===== config.mk =====
export PLATFORM = sky130hd
export DESIGN_NAME = time_set_controller
export DESIGN_NICKNAME = d
export VERILOG_FILES = /design/src/rtl/time_set_controller.sv
export SDC_FILE = /design/constraint.sdc
export NUM_CORES = 1
export LEC_CHECK = 0
export CAP_MARGIN = 30
export CORE_MARGIN = 8
export CORE_UTILIZATION = 59
export CTS_CLUSTER_DIAMETER = 60
export DETAILED_ROUTE_END_ITERATION = 16
export PLACE_DENSITY = 0.77
export SETUP_SLACK_MARGIN = 0.3
export SLEW_MARGIN = 25
export SYNTH_ARGS = -nofsm -noshare
export SYNTH_HDL_FRONTEND = slang
export SYNTH_SLANG_ARGS = --single-unit

===== constraint.sdc =====
create_clock -name inputClock -period 5.6 [get_ports inputClock]
set_clock_uncertainty 0.05 [all_clocks]
set_input_delay 1.4 -clock inputClock [delete_from_list [all_inputs] [get_ports inputClock]]
set_output_delay 1.4 -clock inputClock [all_outputs]
set_load 0.03 [all_outputs]

===== src/rtl/time_set_controller.sv =====
// Field-selection and increment controller for a clock set mode.
// Two debounced active-low keys drive a NONE/S1..S6 FSM with auto-repeat, timeout and blink.
module time_set_controller #(
  parameter int unsigned DEBOUNCE_CYCLES = 500000,
  parameter int unsigned BLINK_HALF      = 25000000,
  parameter int unsigned REPEAT_DELAY    = 25000000,
  parameter int unsigned REPEAT_PERIOD   = 10000000,
  parameter int unsigned TIMEOUT_TICKS   = 30
) (
  input  logic       inputClock,
  input  logic       nReset,
  input  logic       selectKey,
  input  logic       advanceKey,
  input  logic       tick1Hz,
  input  logic       pauseSwitch,
  output logic [3:0] selected,
  output logic [5:0] incPulse,
  output logic       runEnable,
  output logic [5:0] blankMask
);

  localparam int unsigned DbW   = $clog2(DEBOUNCE_CYCLES + 1);
  localparam int unsigned ArmW  = $clog2(DEBOUNCE_CYCLES + 3);
  localparam int unsigned BlW   = $clog2(BLINK_HALF + 1);
  localparam int unsigned RpMax = (REPEAT_DELAY > REPEAT_PERIOD) ? REPEAT_DELAY : REPEAT_PERIOD;
  localparam int unsigned RpW   = $clog2(RpMax + 1);
  localparam int unsigned ToW   = $clog2(TIMEOUT_TICKS + 1);

  localparam logic [DbW-1:0]  DbLast  = DbW'(DEBOUNCE_CYCLES - 1);
  localparam logic [ArmW-1:0] ArmLast = ArmW'(DEBOUNCE_CYCLES + 1);
  localparam logic [BlW-1:0]  BlLast  = BlW'(BLINK_HALF - 1);
  localparam logic [RpW-1:0]  DelLast = RpW'(REPEAT_DELAY - 1);
  localparam logic [RpW-1:0]  PerLast = RpW'(REPEAT_PERIOD - 1);
  localparam logic [ToW-1:0]  ToLast  = ToW'(TIMEOUT_TICKS - 1);

  typedef enum logic [2:0] {StNone, StS1, StS2, StS3, StS4, StS5, StS6} state_e;

  // Index 0 = select key, index 1 = advance key.
  logic [1:0]      raw_keys;
  logic [1:0]      sync1_q, sync2_q, acc_q, armed_q, press_q;
  logic [DbW-1:0]  db_cnt_q  [2];
  logic [ArmW-1:0] arm_cnt_q [2];

  state_e          state_q, state_d;
  logic [ToW-1:0]  to_cnt_q, to_cnt_d;
  logic [RpW-1:0]  rpt_cnt_q, rpt_cnt_d;
  logic            rpt_run_q, rpt_run_d;
  logic            rpt_per_q, rpt_per_d;
  logic [BlW-1:0]  bl_cnt_q, bl_cnt_d;
  logic            phase_q, phase_d;
  logic [5:0]      inc_q, inc_d;
  logic [5:0]      blank_q, blank_d;
  logic            run_q, run_d;

  logic            sel_ev, adv_ev, in_set, stay, entering, fire;
  logic [2:0]      idx_q, idx_d;

  assign raw_keys = {advanceKey, selectKey};

  // A key stays disarmed after reset until it has read released long enough, so a key
  // held across reset can never produce a press event.
  always_ff @(posedge inputClock) begin
    if (!nReset) begin
      sync1_q <= 2'b11;
      sync2_q <= 2'b11;
      acc_q   <= 2'b11;
      armed_q <= 2'b00;
      press_q <= 2'b00;
      for (int k = 0; k < 2; k++) begin
        db_cnt_q[k]  <= '0;
        arm_cnt_q[k] <= '0;
      end
    end else begin
      sync1_q <= raw_keys;
      sync2_q <= sync1_q;
      for (int k = 0; k < 2; k++) begin
        press_q[k] <= 1'b0;
        if (sync2_q[k] == acc_q[k]) begin
          db_cnt_q[k] <= '0;
        end else if (db_cnt_q[k] == DbLast) begin
          db_cnt_q[k] <= '0;
          acc_q[k]    <= sync2_q[k];
          press_q[k]  <= ~sync2_q[k] & armed_q[k];
        end else begin
          db_cnt_q[k] <= db_cnt_q[k] + 1'b1;
        end
        if (!armed_q[k]) begin
          if (!sync2_q[k]) begin
            arm_cnt_q[k] <= '0;
          end else if (arm_cnt_q[k] == ArmLast) begin
            armed_q[k] <= 1'b1;
          end else begin
            arm_cnt_q[k] <= arm_cnt_q[k] + 1'b1;
          end
        end
      end
    end
  end

  always_ff @(posedge inputClock) begin
    if (!nReset) begin
      state_q   <= StNone;
      to_cnt_q  <= '0;
      rpt_cnt_q <= '0;
      rpt_run_q <= 1'b0;
      rpt_per_q <= 1'b0;
      bl_cnt_q  <= '0;
      phase_q   <= 1'b0;
      inc_q     <= '0;
      blank_q   <= '0;
      run_q     <= ~pauseSwitch;
    end else begin
      state_q   <= state_d;
      to_cnt_q  <= to_cnt_d;
      rpt_cnt_q <= rpt_cnt_d;
      rpt_run_q <= rpt_run_d;
      rpt_per_q <= rpt_per_d;
      bl_cnt_q  <= bl_cnt_d;
      phase_q   <= phase_d;
      inc_q     <= inc_d;
      blank_q   <= blank_d;
      run_q     <= run_d;
    end
  end

  always_comb begin
    sel_ev    = press_q[0];
    adv_ev    = press_q[1];
    in_set    = (state_q != StNone);
    state_d   = state_q;
    to_cnt_d  = to_cnt_q;
    rpt_cnt_d = rpt_cnt_q;
    rpt_run_d = rpt_run_q;
    rpt_per_d = rpt_per_q;
    bl_cnt_d  = bl_cnt_q;
    phase_d   = phase_q;
    fire      = 1'b0;
    idx_q     = 3'(state_q) - 3'd1;

    if (sel_ev) begin
      state_d = (state_q == StS6) ? StNone : state_e'(3'(state_q) + 3'd1);
    end else if (in_set && !adv_ev && tick1Hz && (to_cnt_q == ToLast)) begin
      state_d = StNone;
    end

    stay     = (state_d == state_q);
    entering = (state_d != StNone) && !stay;
    idx_d    = 3'(state_d) - 3'd1;

    if (sel_ev || adv_ev || !in_set) begin
      to_cnt_d = '0;
    end else if (tick1Hz) begin
      to_cnt_d = (to_cnt_q == ToLast) ? '0 : to_cnt_q + 1'b1;
    end

    // Auto-repeat runs only from a genuine press in a set state; any state change stops it.
    if (adv_ev && !sel_ev && in_set && stay) begin
      fire      = 1'b1;
      rpt_run_d = 1'b1;
      rpt_per_d = 1'b0;
      rpt_cnt_d = '0;
    end else if (rpt_run_q) begin
      if (!stay || acc_q[1]) begin
        rpt_run_d = 1'b0;
        rpt_cnt_d = '0;
      end else if (rpt_cnt_q == (rpt_per_q ? PerLast : DelLast)) begin
        fire      = 1'b1;
        rpt_per_d = 1'b1;
        rpt_cnt_d = '0;
      end else begin
        rpt_cnt_d = rpt_cnt_q + 1'b1;
      end
    end

    if ((state_d == StNone) || entering || fire) begin
      bl_cnt_d = '0;
      phase_d  = 1'b0;
    end else if (bl_cnt_q == BlLast) begin
      bl_cnt_d = '0;
      phase_d  = ~phase_q;
    end else begin
      bl_cnt_d = bl_cnt_q + 1'b1;
    end

    inc_d   = fire ? (6'd1 << idx_q) : 6'd0;
    blank_d = (state_d == StNone) ? 6'd0 : ({5'd0, phase_d} << idx_d);
    run_d   = (state_d == StNone) && !pauseSwitch;
  end

  assign selected  = {1'b0, state_q};
  assign incPulse  = inc_q;
  assign runEnable = run_q;
  assign blankMask = blank_q;

endmodule


**Yosys cells after proc, flatten, opt, wreduce, memory -nomap -nowiden**

Memory sizes are Yosys's and may differ from the RTL's.
Index checks and enable logic that the tools add are counted.

- Bitwise operators: 22
- Shifts and indexed selects: 2
- Equal/unequal tests: 11
- Reduce and logical (&&, ||, !) cells: 31
- Add/sub/neg operators: 10
- Multiplexer cells: 74

Operators with widths:

| cell | count |
|---|---|
| 19-bit 2-to-1 mux | 10 |
| 19-bit by 1-bit adder with 19-bit output (second input constant) | 4 |
| 19-bit equality test (second input constant) | 4 |
| 25-bit 2-to-1 mux | 3 |
| 1-bit 2-to-1 mux | 57 |
| 25-bit by 1-bit adder with 25-bit output (second input constant) | 2 |
| 25-bit equality test | 1 |
| 25-bit equality test (second input constant) | 1 |
| 1-bit NOT | 10 |
| 1-bit bitwise OR | 10 |
| 3-bit 2-to-1 mux | 3 |
| 3-bit OR reduction | 3 |
| 1-bit logical AND | 8 |
| 2-bit AND reduction | 3 |
| 3-bit nonzero test | 2 |
| 2-bit OR reduction | 3 |
| 1-bit by 3-bit left shift with 6-bit output | 1 |
| 1-bit by 3-bit left shift with 6-bit output (first input constant) | 1 |
| 3-bit by 1-bit subtractor with 3-bit output (second input constant) | 2 |
| 5-bit by 1-bit adder with 5-bit output (second input constant) | 1 |
| 5-bit equality test (second input constant) | 1 |
| 1-bit logical NOT | 5 |
| 1-bit logical OR | 5 |
| 5-bit 2-to-1 mux | 1 |
| other kinds (7) | 9 |

- Memory bits (writable): 76
- Register bits after elaboration: 84
- Input bits: 6
- Output and inout port bits: 17
- Memories kept: 2

Memories:

| name | words | width | read ports | clocked after memory_dff | wr ports | RTL line | source |
|---|---|---|---|---|---|---|---|
| arm_cnt_q | 2 | 19 | 2 | 0 | 2 | 42 | `logic [ArmW-1:0] arm_cnt_q [2];` |
| db_cnt_q | 2 | 19 | 2 | 0 | 2 | 41 | `logic [DbW-1:0] db_cnt_q [2];` |

**Depth between registers and ports, before layout**

- Word-level depth: 15
- Gate-level depth with buffers: 12

**Worst setup path before layout**

OpenSTA, ideal clock, no wires.

- Kind: input port to flip-flop
- From: in tick1Hz
- To: reg bl_cnt_q[10]
- Required time: 5486 ps
- Stages on the path: 11
- Arrival: 3651 ps
- Library setup time: 64 ps
- Setup slack: 1835 ps
- Cell sequence: clkbuf_1 > and4b_1 > a31oi_1 > a21oi_1 > ha_1 > ha_1 > a211o_1 > a211oi_1 > o211ai_4 > buf_6 > nor2_1

- Longest elaborated chain between the ends: 12
- Elaborated cells between the ends (all ways): 17
- Those cells by class: 1 x eq/ne; 5 x mux; 11 x reduce/logical

RTL lines:

| what | RTL line | source |
|---|---|---|
| from (decl) | 14 | `input logic tick1Hz,` |
| 1-bit logical AND * (2 in series) | 142 | `end else if (in_set && !adv_ev && tick1Hz && (to_cnt_q == ToLast)) begin` |
| 3-bit 2-to-1 mux * | 142 |  |
| 3-bit 2-to-1 mux * | 140 | `if (sel_ev) begin` |
| 3-bit equality test | 146 | `stay = (state_d == state_q);` |
| 1-bit logical NOT | 147, 163 |  |
| 1-bit logical OR | 163 | `if (!stay \|\| acc_q[1]) begin` |
| 1-bit 2-to-1 mux | 163 |  |
| 1-bit 2-to-1 mux | 162 | `end else if (rpt_run_q) begin` |
| 1-bit 2-to-1 mux | 157 | `if (adv_ev && !sel_ev && in_set && stay) begin` |
| 1-bit logical OR * | 175 | `if ((state_d == StNone) \|\| entering \|\| fire) begin` |
| 3-bit OR reduction (no source line) * | n/a |  |
| to (signal assigned) | 118 | `bl_cnt_q <= bl_cnt_d;` |
| to (decl) | 49 | `logic [BlW-1:0] bl_cnt_q, bl_cnt_d;` |

Mark *: on every way between the ends. The rest lies on a longest branch, timed or not.
A chain may end at the register's enable or synchronous reset.

**Worst setup path in the final report**

- From: in tick1Hz
- To: reg bl_cnt_q[7]

Same word-level chain as after synthesis.

==> flow_results.org <==
** Setup path
- The critical path runs through a total of 10 cells.
- Critical path destination :: bl_cnt_q[7]
- Along the worst path, the maximum fanout reaches 25.
- R2R Path Start :: state_q[0]
- Walking the worst path, the cells encountered are clkdlybuf4s50_1 > and4b_1 > a31oi_1 > a21oi_1 > ha_1 > ha_1 > a211o_1 > a211oi_1 > o211ai_4 > nor2_1.
- Among cell families on the critical path, the largest total delay comes from compound AO/OA/AOI/OAI gates.
- CP arrival :: 4.36 ns
- STA classifies the critical path startpoint as an input port.
- In this design, the stage delay of the slowest critical-path cell is 0.54 ns.
- In this run the critical register-to-register path is captured at blankMask[5].
- In this run the worst setup path begins at tick1Hz.
- Register-to-Register Setup Slack :: 2.33 ns
- Among all stages on the critical path, the largest delay is contributed by clkdlybuf4s50_1.
- Counting stages on the worst path, the most repeated cell is ha_1.
- Worst reg2reg path depth :: 9
- Together, buffers and inverters on the worst path number 1.
- Required time worst endpoint :: 5.90 ns
- Path type of the worst setup path :: input port to flop
- Kind of end point of the critical path :: flop

** Synth
- Synthesis-stage register bit count :: 160
- Sequential cells were found to cover 48.47% of the synthesized design area.
- In the post-synthesis netlist, the cell with the most instances is nor2_1.
- For this run, the number of Yosys warnings is 0.
- Counting every instance in the synthesized netlist gives 855.
- Avg Inst Size Synth :: 9.565 um^2
- Share of the synthesized area in the top cell type :: 27.91%
- Yosys mapped a number of flops with a built-in enable equal to 76.
- The cell area that synthesis handed to floorplanning was 8178 um^2.
- The commonest cells after synthesis are nor2_1, dfxtp_1, edfxtp_1, nand2_1, nand3_1.
- Of all flip-flops after synthesis, the portion carrying an async set or reset was 0%.
- Cell accounting for the most synthesized area :: edfxtp_1
- Counting distinct cell types in the post-synthesis netlist gives 64.
- Primary flip-flop cell chosen by synthesis mapping :: dfxtp_1
- Sorting the synthesized cells by area gives the leading types as edfxtp_1, dfxtp_1, nor2_1.

** Outcome
- The run finished with clean final reports.

** STA
- Final Slew Violations :: 0
- Headroom to the max-slew limit came out at 40.30%.
- Transition time at the pin with the least slew margin :: 0.8954 ns
- Dividing the final minimum period by the clock period gives 72.48%.
- Endpoints failing setup :: 0
- After routing, the total negative slack on setup checks comes to 0 ns.
- Setup repair after global routing left no endpoint under its margin.
- Final count of hold timing violations :: 0
- Worst Hold Slack :: 0.3774 ns
- Fin worst setup slack :: 1.541 ns
- Minimum clock period :: 4.059 ns
- For this run, the top clock speed supported by timing is 0.2464 GHz.

** Route
- The detail route stage leaves a number of antenna-violating nets equal to 0.
- Count of routing violations after the opening detailed-route iteration :: 438
- DRC violation count after routing :: 0
- In the final routed layout, each cell accounts on average for 14.02 um.
- The routed layout has 6131 vias.
- Final wirelength :: 15.42 mm
- Total iterations of the first detailed-routing run :: 5
- In the routed layout, each cell is associated on average with a via count of 5.574.

** Power
- Across the VDD grid, the largest voltage drop is 236.6 uV.
- Leakage power of the design :: 3.117 nW
- For this design the ratio of total power to cell area is 265.3 nW/um^2.

** Clocking
- H-tree levels :: 4
- After clock tree synthesis, the clock-pin slew on the worst setup and hold paths is 0.06 ns.
- For this design, the sink count on the clock tree is 160.
- Maximum buffer depth of the clock tree :: 2
- The number of clock buffers added by TritonCTS is 17.
- The later pin in the worst-skew pair is clocked with a latency of 0.42 ns.
- Hold buffer count at cts :: 0
- Number of gates resized after CTS :: 0
- TritonCTS built the clock tree.
- Post-CTS setup repair buffer count :: 0
- Clk Tree Root Cell :: clkbuf_16

** Floorplanning
- Area inside the core boundary :: 13720 um^2
- 23 I/O pins were placed.
- Overall die width :: 133.7 um
- Height of the chip :: 133.7 um
- Initial Utilization :: 59.61%
- The die covers 17880 um^2.
- Row generation in the floorplan step produced 43 rows.

** Worst hold path
- The min-delay analysis places its worst path in the category flop to flop.

** Global route
- The number of global-route vias before repair is 5666.
- The total overflow left after global routing is 0.
- Pin count of the biggest net entering global routing :: 26
- Wire length of the first global-routing pass :: 26.36 mm
- The initial antenna violation count was 0.
- In the global route stage, overall resource usage came out at 17.71%.

** Final layout
- Layout Area Growth over Synthesis :: 12.73%
- The post-route netlist has 5.326% of its cells at a drive strength greater than 1.
- Cell Count, Final, Fillers Out :: 1100
- The layout has 1112 filler cells.
- 0 antenna diodes ended up in the layout.
- Final-stage net count :: 931

** Placement
- Summed over all nets, the half-perimeter wirelength after detailed placement is 10.49 mm.
- Worst setup timing slack at the placement stage :: 1.102 ns
- Total instance count after detailed placement :: 1067
- In this run the tool buffered the top-level ports with 21 buffer cells.
- At the end of routability-driven placement, the weighted congestion stood at 0.8288.

** Flow run
- Max capacitance violation total :: 0
-- logic make-up (layout without fill, tap and decap cells) --
| kind of cell | Yosys count | in the layout | share of synthesized area (%) |
|---|---|---|---|
| other | 2 | 39 | 0.09183 |
| AND/OR/NAND/NOR | 450 | 450 | 28.53 |
| flip-flops | 160 | 160 | 48.47 |
| adder cells (fa/ha/maj) | 18 | 18 | 2.754 |
| AO/OA/AOI/OAI | 67 | 67 | 5.952 |
| multiplexers | 5 | 5 | 0.6120 |
| XOR/XNOR | 100 | 100 | 10.71 |
| buffers and inverters | 53 | 81 | 2.876 |
-- placed cells by master, fill, tap and decap left out, types with 20 or more instances in the layout --
cell / instances
xor2_1: 51
edfxtp_1: 76
nand2_1: 71
nand3_1: 62
dfxtp_1: 84
clkdlybuf4s50_1: 21
xnor2_1: 49
conb_1: 39
nand4_1: 38
nor3_1: 20
inv_1: 24
nor2_1: 146
-- power breakdown --
group | internal, W | switching (W)
logic | 0.0000229 | 0.0000363
clock network | 0.000668 | 0.000463
registers | 0.00124 | 0.0000181
total | 0.00193 | 0.000517
-- stage by stage --
stage | power (W) | utilization (%) | cell area [um^2]
after floorplan | 0.001322 | - | 8317
after global placement | 0.001336 | 62.90 | 8630
after detailed placement | 0.001338 | 62.90 | 8630
after CTS | 0.002460 | 67.11 | 9208
after global routing | 0.002523 | 67.20 | 9219
final | 0.002446 | 67.20 | 9219
-- worst min-delay path by stage --
stage / start / endpoint / slack, ns / depth (start not counted)
after floorplan: sync1_q[0] / sync2_q[0] / 0.34 / 1
after global placement: sync1_q[1] / sync2_q[1] / 0.35 / 1
after detailed placement: sync1_q[1] / sync2_q[1] / 0.36 / 1
after CTS: sync1_q[1] / sync2_q[1] / 0.38 / 1
after global routing: sync1_q[1] / sync2_q[1] / 0.39 / 1
final: sync1_q[1] / sync2_q[1] / 0.38 / 1
-- layer usage --
metal  GRT usage (%)  up-vias  part of all wire, %
li1                -     3139                    -
met1           23.01     2876                   49
met2           28.23       98                   46
met3           4.066       18                  3.6
met4           6.488        0                  1.4
met5               0        -                    0
-- flip-flops by register name, indices dropped and copies added, names as in the netlist, 2 cells and up --
| register | cells |
|---|---|
| acc_q | 2 |
| state_q | 3 |
| press_q | 2 |
| arm_cnt_q | 38 |
| db_cnt_q | 38 |
| sync1_q | 2 |
| to_cnt_q | 5 |
| armed_q | 2 |
| incPulse | 6 |
| sync2_q | 2 |
| blankMask | 6 |
| rpt_cnt_q | 25 |
| bl_cnt_q | 25 |
-- worst register-to-register path, stage by stage, from the launching register on --
cell and delay (ns):
dfxtp_1 0.51, inv_1 0.15, ha_1 0.22, nand2b_1 0.22, a31oi_1 0.18, a21oi_1 0.49, ha_1 0.25, ha_1 0.25
or4b_1 0.53, nor4b_1 0.32
-- layout make-up --
| cell class | count | area, um^2 | area share, % |
|---|---|---|---|
| Multi-Input combinational cell | 679 | 4118 | 44.67 |
| Clock buffer | 19 | 442.9 | 4.805 |
| Sequential cell | 160 | 3964 | 43.00 |
| Inverter | 24 | 90.09 | 0.9772 |
| Timing Repair Buffer | 25 | 244.0 | 2.647 |
| Tap cell | 180 | 225.2 | 2.443 |
| Clock inverter | 13 | 135.1 | 1.466 |
(Power assumes the default switching activity.)
